## config.mk

```make
export PLATFORM = sky130hd
export DESIGN_NAME = anfield_timer_slave
export DESIGN_NICKNAME = d
export VERILOG_FILES = /design/src/rtl/anfield_timer_slave.sv
export SDC_FILE = /design/constraint.sdc
export NUM_CORES = 1
export LEC_CHECK = 0
export CAP_MARGIN = 20
export CORE_ASPECT_RATIO = 0.7
export CORE_MARGIN = 2
export CORE_UTILIZATION = 56
export CTS_CLUSTER_DIAMETER = 50
export DETAILED_ROUTE_END_ITERATION = 8
export PLACE_DENSITY_LB_ADDON = 0.3
export SLEW_MARGIN = 20
export SYNTH_ARGS = -nofsm -noshare
export SYNTH_HDL_FRONTEND = slang
export SYNTH_SLANG_ARGS = --single-unit
```

## constraint.sdc

```tcl
create_clock -name ACLK -period 7.6 [get_ports ACLK]
set_clock_uncertainty 0.2 [all_clocks]
set_input_delay 1.14 -clock ACLK [delete_from_list [all_inputs] [get_ports ACLK]]
set_output_delay 1.14 -clock ACLK [all_outputs]
set_load 0.03 [all_outputs]
```

## src/rtl/anfield_timer_slave.sv

```systemverilog
// rtl/anfield_timer_slave.sv - 64-bit memory-mapped machine timer on data-bus slave 2; optional periodic mode via TIMER_AUTO_RELOAD_EN
module anfield_timer_slave #(
    parameter logic [63:0] BASE_ADDR = 64'h0000_0000_0200_0000,
    parameter int unsigned PRESCALE  = 1
) (
    input  logic        ACLK,
    input  logic        ARESETn,
    input  logic [63:0] ReadAddrIn,
    output logic [63:0] ReadDataOut,
    output logic        ReadReady,
    input  logic [63:0] WriteAddrIn,
    input  logic [63:0] WriteDataIn,
    input  logic        WriteEnableIn,
    input  logic [3:0]  WriteStrbIn,
    output logic        WriteReady,
    output logic        TimerIrq
);

    localparam int               PSC_W    = $clog2(PRESCALE) + 1;
    localparam logic [PSC_W-1:0] PSC_LAST = PSC_W'(PRESCALE - 1);

    typedef enum logic [1:0] {
        REG_MTIME = 2'd0,
        REG_CMP   = 2'd1,
        REG_CTRL  = 2'd2,
        REG_NONE  = 2'd3
    } reg_sel_t;

    typedef enum logic { R_IDLE, R_RESP } rd_state_t;
    typedef enum logic { W_IDLE, W_ACK  } wr_state_t;

    // Only offset[4:3] picks the register; anything outside the 0x18 window maps to REG_NONE.
    function automatic reg_sel_t decode(input logic [63:0] addr);
        logic [63:0] off;
        off = addr - BASE_ADDR;
        if ((addr < BASE_ADDR) || (off >= 64'h18)) return REG_NONE;
        return reg_sel_t'(off[4:3]);
    endfunction

    logic [63:0]      mtime;
    logic [63:0]      mtimecmp;
    logic             ctrl_en;
    logic             ctrl_ie;
    logic [PSC_W-1:0] psc;
    logic             tick;
    logic [63:0]      mtime_inc;
    logic             irq_nxt;

    rd_state_t        rd_state, rd_state_nxt;
    logic             rd_capture;
    logic             rd_ready_nxt;
    logic [63:0]      rd_mux;

    wr_state_t        wr_state, wr_state_nxt;
    logic             wr_commit;
    reg_sel_t         wr_sel;
    logic             wr_mtime, wr_cmp, wr_ctrl;
    logic [63:0]      wr_mask;

    assign wr_mask   = {{16{WriteStrbIn[3]}}, {16{WriteStrbIn[2]}},
                        {16{WriteStrbIn[1]}}, {16{WriteStrbIn[0]}}};
    assign wr_sel    = decode(WriteAddrIn);
    assign wr_mtime  = wr_commit && (wr_sel == REG_MTIME);
    assign wr_cmp    = wr_commit && (wr_sel == REG_CMP);
    assign wr_ctrl   = wr_commit && (wr_sel == REG_CTRL);
    assign tick      = ctrl_en && (psc == PSC_LAST);
    assign mtime_inc = mtime + 64'd1;

`ifdef TIMER_AUTO_RELOAD_EN
    logic reload;
    assign reload  = tick && (mtime_inc >= mtimecmp);
    assign irq_nxt = ctrl_ie && reload;
`else
    assign irq_nxt = ctrl_ie && (mtime >= mtimecmp);
`endif

    // Read FSM state register
    always_ff @(posedge ACLK or negedge ARESETn) begin
        if (!ARESETn) rd_state <= R_IDLE;
        else          rd_state <= rd_state_nxt;
    end

    // Read FSM next state: a nonzero address starts a request, response lasts one cycle
    always_comb begin
        rd_state_nxt = rd_state;
        case (rd_state)
            R_IDLE: if (ReadAddrIn != 64'd0) rd_state_nxt = R_RESP;
            R_RESP: rd_state_nxt = R_IDLE;
        endcase
    end

    // Read FSM outputs: capture strobe in idle, ready pulse leaving the response state
    always_comb begin
        rd_capture   = (rd_state == R_IDLE) && (ReadAddrIn != 64'd0);
        rd_ready_nxt = (rd_state == R_RESP);
    end

    // Read data mux over current (pre-write) register values
    always_comb begin
        case (decode(ReadAddrIn))
            REG_MTIME: rd_mux = mtime;
            REG_CMP:   rd_mux = mtimecmp;
            REG_CTRL:  rd_mux = {62'd0, ctrl_ie, ctrl_en};
            default:   rd_mux = 64'd0;
        endcase
    end

    // Read data holds until the next captured request; ready is a registered pulse
    always_ff @(posedge ACLK or negedge ARESETn) begin
        if (!ARESETn) begin
            ReadDataOut <= 64'd0;
            ReadReady   <= 1'b0;
        end else begin
            ReadReady <= rd_ready_nxt;
            if (rd_capture) ReadDataOut <= rd_mux;
        end
    end

    // Write FSM state register
    always_ff @(posedge ACLK or negedge ARESETn) begin
        if (!ARESETn) wr_state <= W_IDLE;
        else          wr_state <= wr_state_nxt;
    end

    // Write FSM next state: enable is ignored while acknowledging
    always_comb begin
        wr_state_nxt = wr_state;
        case (wr_state)
            W_IDLE: if (WriteEnableIn) wr_state_nxt = W_ACK;
            W_ACK:  wr_state_nxt = W_IDLE;
        endcase
    end

    // Write FSM outputs: commit on the accepting edge, ready while acknowledging
    always_comb begin
        wr_commit  = (wr_state == W_IDLE) && WriteEnableIn;
        WriteReady = (wr_state == W_ACK);
    end

    // Prescaler restarts on disable, on wrap, and on any software write to MTIME
    always_ff @(posedge ACLK or negedge ARESETn) begin
        if (!ARESETn)                        psc <= '0;
        else if (wr_mtime || !ctrl_en || tick) psc <= '0;
        else                                 psc <= psc + PSC_W'(1);
    end

    // MTIME: software write beats a same-cycle tick; increment wraps silently
    always_ff @(posedge ACLK or negedge ARESETn) begin
        if (!ARESETn)      mtime <= 64'd0;
        else if (wr_mtime) mtime <= (mtime & ~wr_mask) | (WriteDataIn & wr_mask);
`ifdef TIMER_AUTO_RELOAD_EN
        else if (reload)   mtime <= 64'd0;
`endif
        else if (tick)     mtime <= mtime_inc;
    end

    // MTIMECMP and CTRL lane-masked writes
    always_ff @(posedge ACLK or negedge ARESETn) begin
        if (!ARESETn) begin
            mtimecmp <= '1;
            ctrl_en  <= 1'b0;
            ctrl_ie  <= 1'b0;
        end else begin
            if (wr_cmp) mtimecmp <= (mtimecmp & ~wr_mask) | (WriteDataIn & wr_mask);
            if (wr_ctrl && WriteStrbIn[0]) begin
                ctrl_en <= WriteDataIn[0];
                ctrl_ie <= WriteDataIn[1];
            end
        end
    end

    // Registered interrupt from current register values
    always_ff @(posedge ACLK or negedge ARESETn) begin
        if (!ARESETn) TimerIrq <= 1'b0;
        else          TimerIrq <= irq_nxt;
    end

endmodule
```

==> impl_results.md <==
* Post-Syn Instances at 1,347
* Area occupied by multi-input gates at 6580 sq um
* Sequential share of the synthesized area at 0.413
* Core area at 21,600 sq um
* Post-DR vias/cell at 6.19
* Bufs on Longest Clock Path at 2
* WP data arrival at 5.69 ns
* DPL Wire Length at 26,100 microns
* Req. time, crit path at 7.75 ns
* Ratio of cells with drive above 1 in the final layout at 0.119
* Final setup TNS at 0 ns
* Post-Synth Adder-Cell Area at 0.0684
* CTS Buf Count at 17
* Crit path max-delay family: simple AND/OR/NAND/NOR gates
* Netlist cell types at 74
* Grt ovf at 0
* Gate power share at 0.083
* Crit Path Max Fanout at 16
* Max IR drop VDD at 160 uV
* Count of pins over their slew limit at 0
* YS warnings at 0
* Number of synthesized flops with an enable pin at 0
* CP max stage delay at 0.84 ns
* Input/output buffers at 262
* Vias in the first global route at 11,600
* Part of the cycle the worst path needs at 0.729
* Psw at 0.524 mW
* DR vias at 11,700
* Synth Area in Compound Gates at 0.160
* Main combinational cell family by area after synthesis: simple AND/OR/NAND/NOR gates
* DRC violations left at 0
* Post-Route WL at 35,900 microns
* CTS Root Cell: clkbuf_16
* CTS Hold Bufs at 0
* Area added between synthesis and finish at 27.8%
* Largest net degree at the start of global routing at 73
* Unrepaired setup endpoints after global routing: false
* Worst Setup Start Kind: input pin
* Die Area at 23,100 sq um
* Top FF cell, synth: dfrtp_1
* R2R cell count at 9
* Synth area leaders: dfrtp_1 28%, dfstp_2 14%, ha_1 6.8%
* Post-CTS Setup Inserts at 0
* First-pass iteration count of the detailed router at 6
* Synth area leader: dfrtp_1
* Die Wd at 181 microns
* Clock transition at path regs at 0.07 ns
* Crit Path Class: in2reg
* Status: finished, final reports clean
* Power share of the clock group at 0.425
* Commonest non-fill, non-tap cell in the layout: clkdlybuf4s50_1
* Clk sinks at 199
* R2R Setup Slk at 4.00 ns
* Starting Density at 0.568
* Syn Std Cell Area at 12,200 sq um
* Cell count along the critical path at 12
* Synth Area in Simple Gates at 0.233
* WP buf/inv at 2
* CTS tree: built
* Maxcap violations at 0
* P_leak at 6.38 nW
* Routability cong. at 0.914
* Most frequent cells in the layout: 261 x clkdlybuf4s50_1, 222 x nand2_1, 135 x dfrtp_1
* Die H at 128 microns
* Post-synthesis mux area share at 0.0638
* Top cell type's share of synthesized area at 0.276
* First-pass GRT wire length at 59,100 microns
* Crit-path cells: clkdlybuf4s50_1, inv_1, ha_1, nor4b_1, nand4_1, or2_1, o41ai_1, and4_1, nand2_1, nor2_1, and4_1, mux2_2
* Fmax at 180 MHz
* Worst hold path type: reg2reg
* Fin. Hold Viols at 0
* P per Cell Area at 138 nW/um^2
* Placed cells at 1,850
* Worst-path cell with the longest stage delay: and4_1
* Tightest Pin Transition at 0.968 ns
* XOR/XNOR Fraction of Synth Area at 0.0100
* Row cnt at 45
* Htree depth at 4
* Initial antenna violation count at 1
* Worst setup EP type: flop
* Switching share of power at 0.243
* Resize count post-CTS at 0
* Count of state elements after synthesis at 199
* Worst-Skew Late Latency at 0.44 ns
* GRT Resource Usage Total at 0.316
* Fin Hold WS at 0.222 ns
* Asr flop ratio synth at 1.00
* Final cell count without fillers at 1,883
* Most used cell, CP: and4_1
* Reg power frac at 0.491
* Mapped Avg Cell Area at 9.09 sq um
* Post-DRT Antenna Nets at 0
* IO Pins at 266
* Fin nets at 1,853
* FF/Latch Area at 5060 sq um
* Avg WL per Cell at 19.1 microns
* CP startpoint: WriteAddrIn[25]
* Filler instances at 1,626
* Syn nets at 1,613
* Slew headroom at 0.349
* Internal power at 1.63 mW
* Final min period at 5.54 ns
* Final setup viols at 0
* Hold Path Depth at 0
* 1st-iter DRT viols at 916
==> cell families (layout without fill, tap and decap cells) <==
group           count (synthesis)  in the layout
compound gates                293            293
xor+xnor                       14             14
fa+ha+maj                      67             67
buf+inv                       144            397
flops                         199            199
mux                            70             70
other cells                     1              2
simple gates                  559            559
==> how the worst min path moves through the flow <==
| stage | startpoint | end | slack [ns] |
|---|---|---|---|
| 2_1_floorplan | rd_ready_nxt | ReadReady | 0.18 |
| 3_3_place_gp | rd_ready_nxt | ReadReady | 0.19 |
| 3_5_place_dp | rd_ready_nxt | ReadReady | 0.21 |
| 4_1_cts | rd_ready_nxt | ReadReady | 0.22 |
| 5_1_grt | rd_ready_nxt | ReadReady | 0.24 |
| 6_report | rd_ready_nxt | ReadReady | 0.22 |
==> synthesized netlist by cell type, types with 13 or more instances <==
cell,count
a21o_1,20
a21oi_1,53
a22oi_1,69
and2_1,13
and3_1,15
and4_1,16
buf_2,27
clkbuf_1,15
dfrtp_1,135
dfstp_2,64
ha_1,67
inv_1,91
mux2_2,65
nand2_1,222
nand3_1,33
nand4_1,34
nor2_1,64
nor2b_1,21
nor3_1,46
nor4_1,33
o21ai_0,56
==> per-stage QoR <==
| step | power, mW | setup slack [ns] | cell area [sq um] | util |
|---|---|---|---|---|
| floorplan | 1.11 | 3.34 | 12200 | - |
| CTS | 2.17 | 2.14 | 15700 | 0.726 |
| global route | 2.23 | 1.73 | 15700 | 0.726 |
| global placement | 1.26 | 1.75 | 15000 | 0.698 |
| detailed placement | 1.26 | 1.70 | 15000 | 0.698 |
| finish | 2.16 | 2.06 | 15700 | 0.726 |
==> routing by layer <==
layer	track usage	share of wire	vias to the layer above	routed length [microns]
li1	-	-	5407	-
met1	0.443	0.44	5617	15800
met2	0.506	0.46	576	16500
met3	0.0460	0.081	55	2900
met4	0.108	0.020	0	706
met5	0	0	-	0
==> power groups by stage <==
stage	Clock, mW	Combinational (mW)	Sequential, mW
2_1_floorplan	0	0.0255	1.08
3_3_place_gp	0	0.176	1.08
3_5_place_dp	0	0.178	1.08
4_1_cts	0.926	0.179	1.06
5_1_grt	0.971	0.194	1.06
6_report	0.918	0.180	1.06
==> layout make-up <==
type / instances / share of cell area
Clock inverter: 14 / 0.0110
Sequential cell: 199 / 0.323
Clock buffer: 18 / 0.0274
Multi-Input combinational cell: 1004 / 0.420
Timing Repair Buffer: 274 / 0.174
Inverter: 91 / 0.0218
Antenna cell: 1 / 0.000160
Tap cell: 282 / 0.0225
Note: power is estimated with default switching activity, not from simulation.
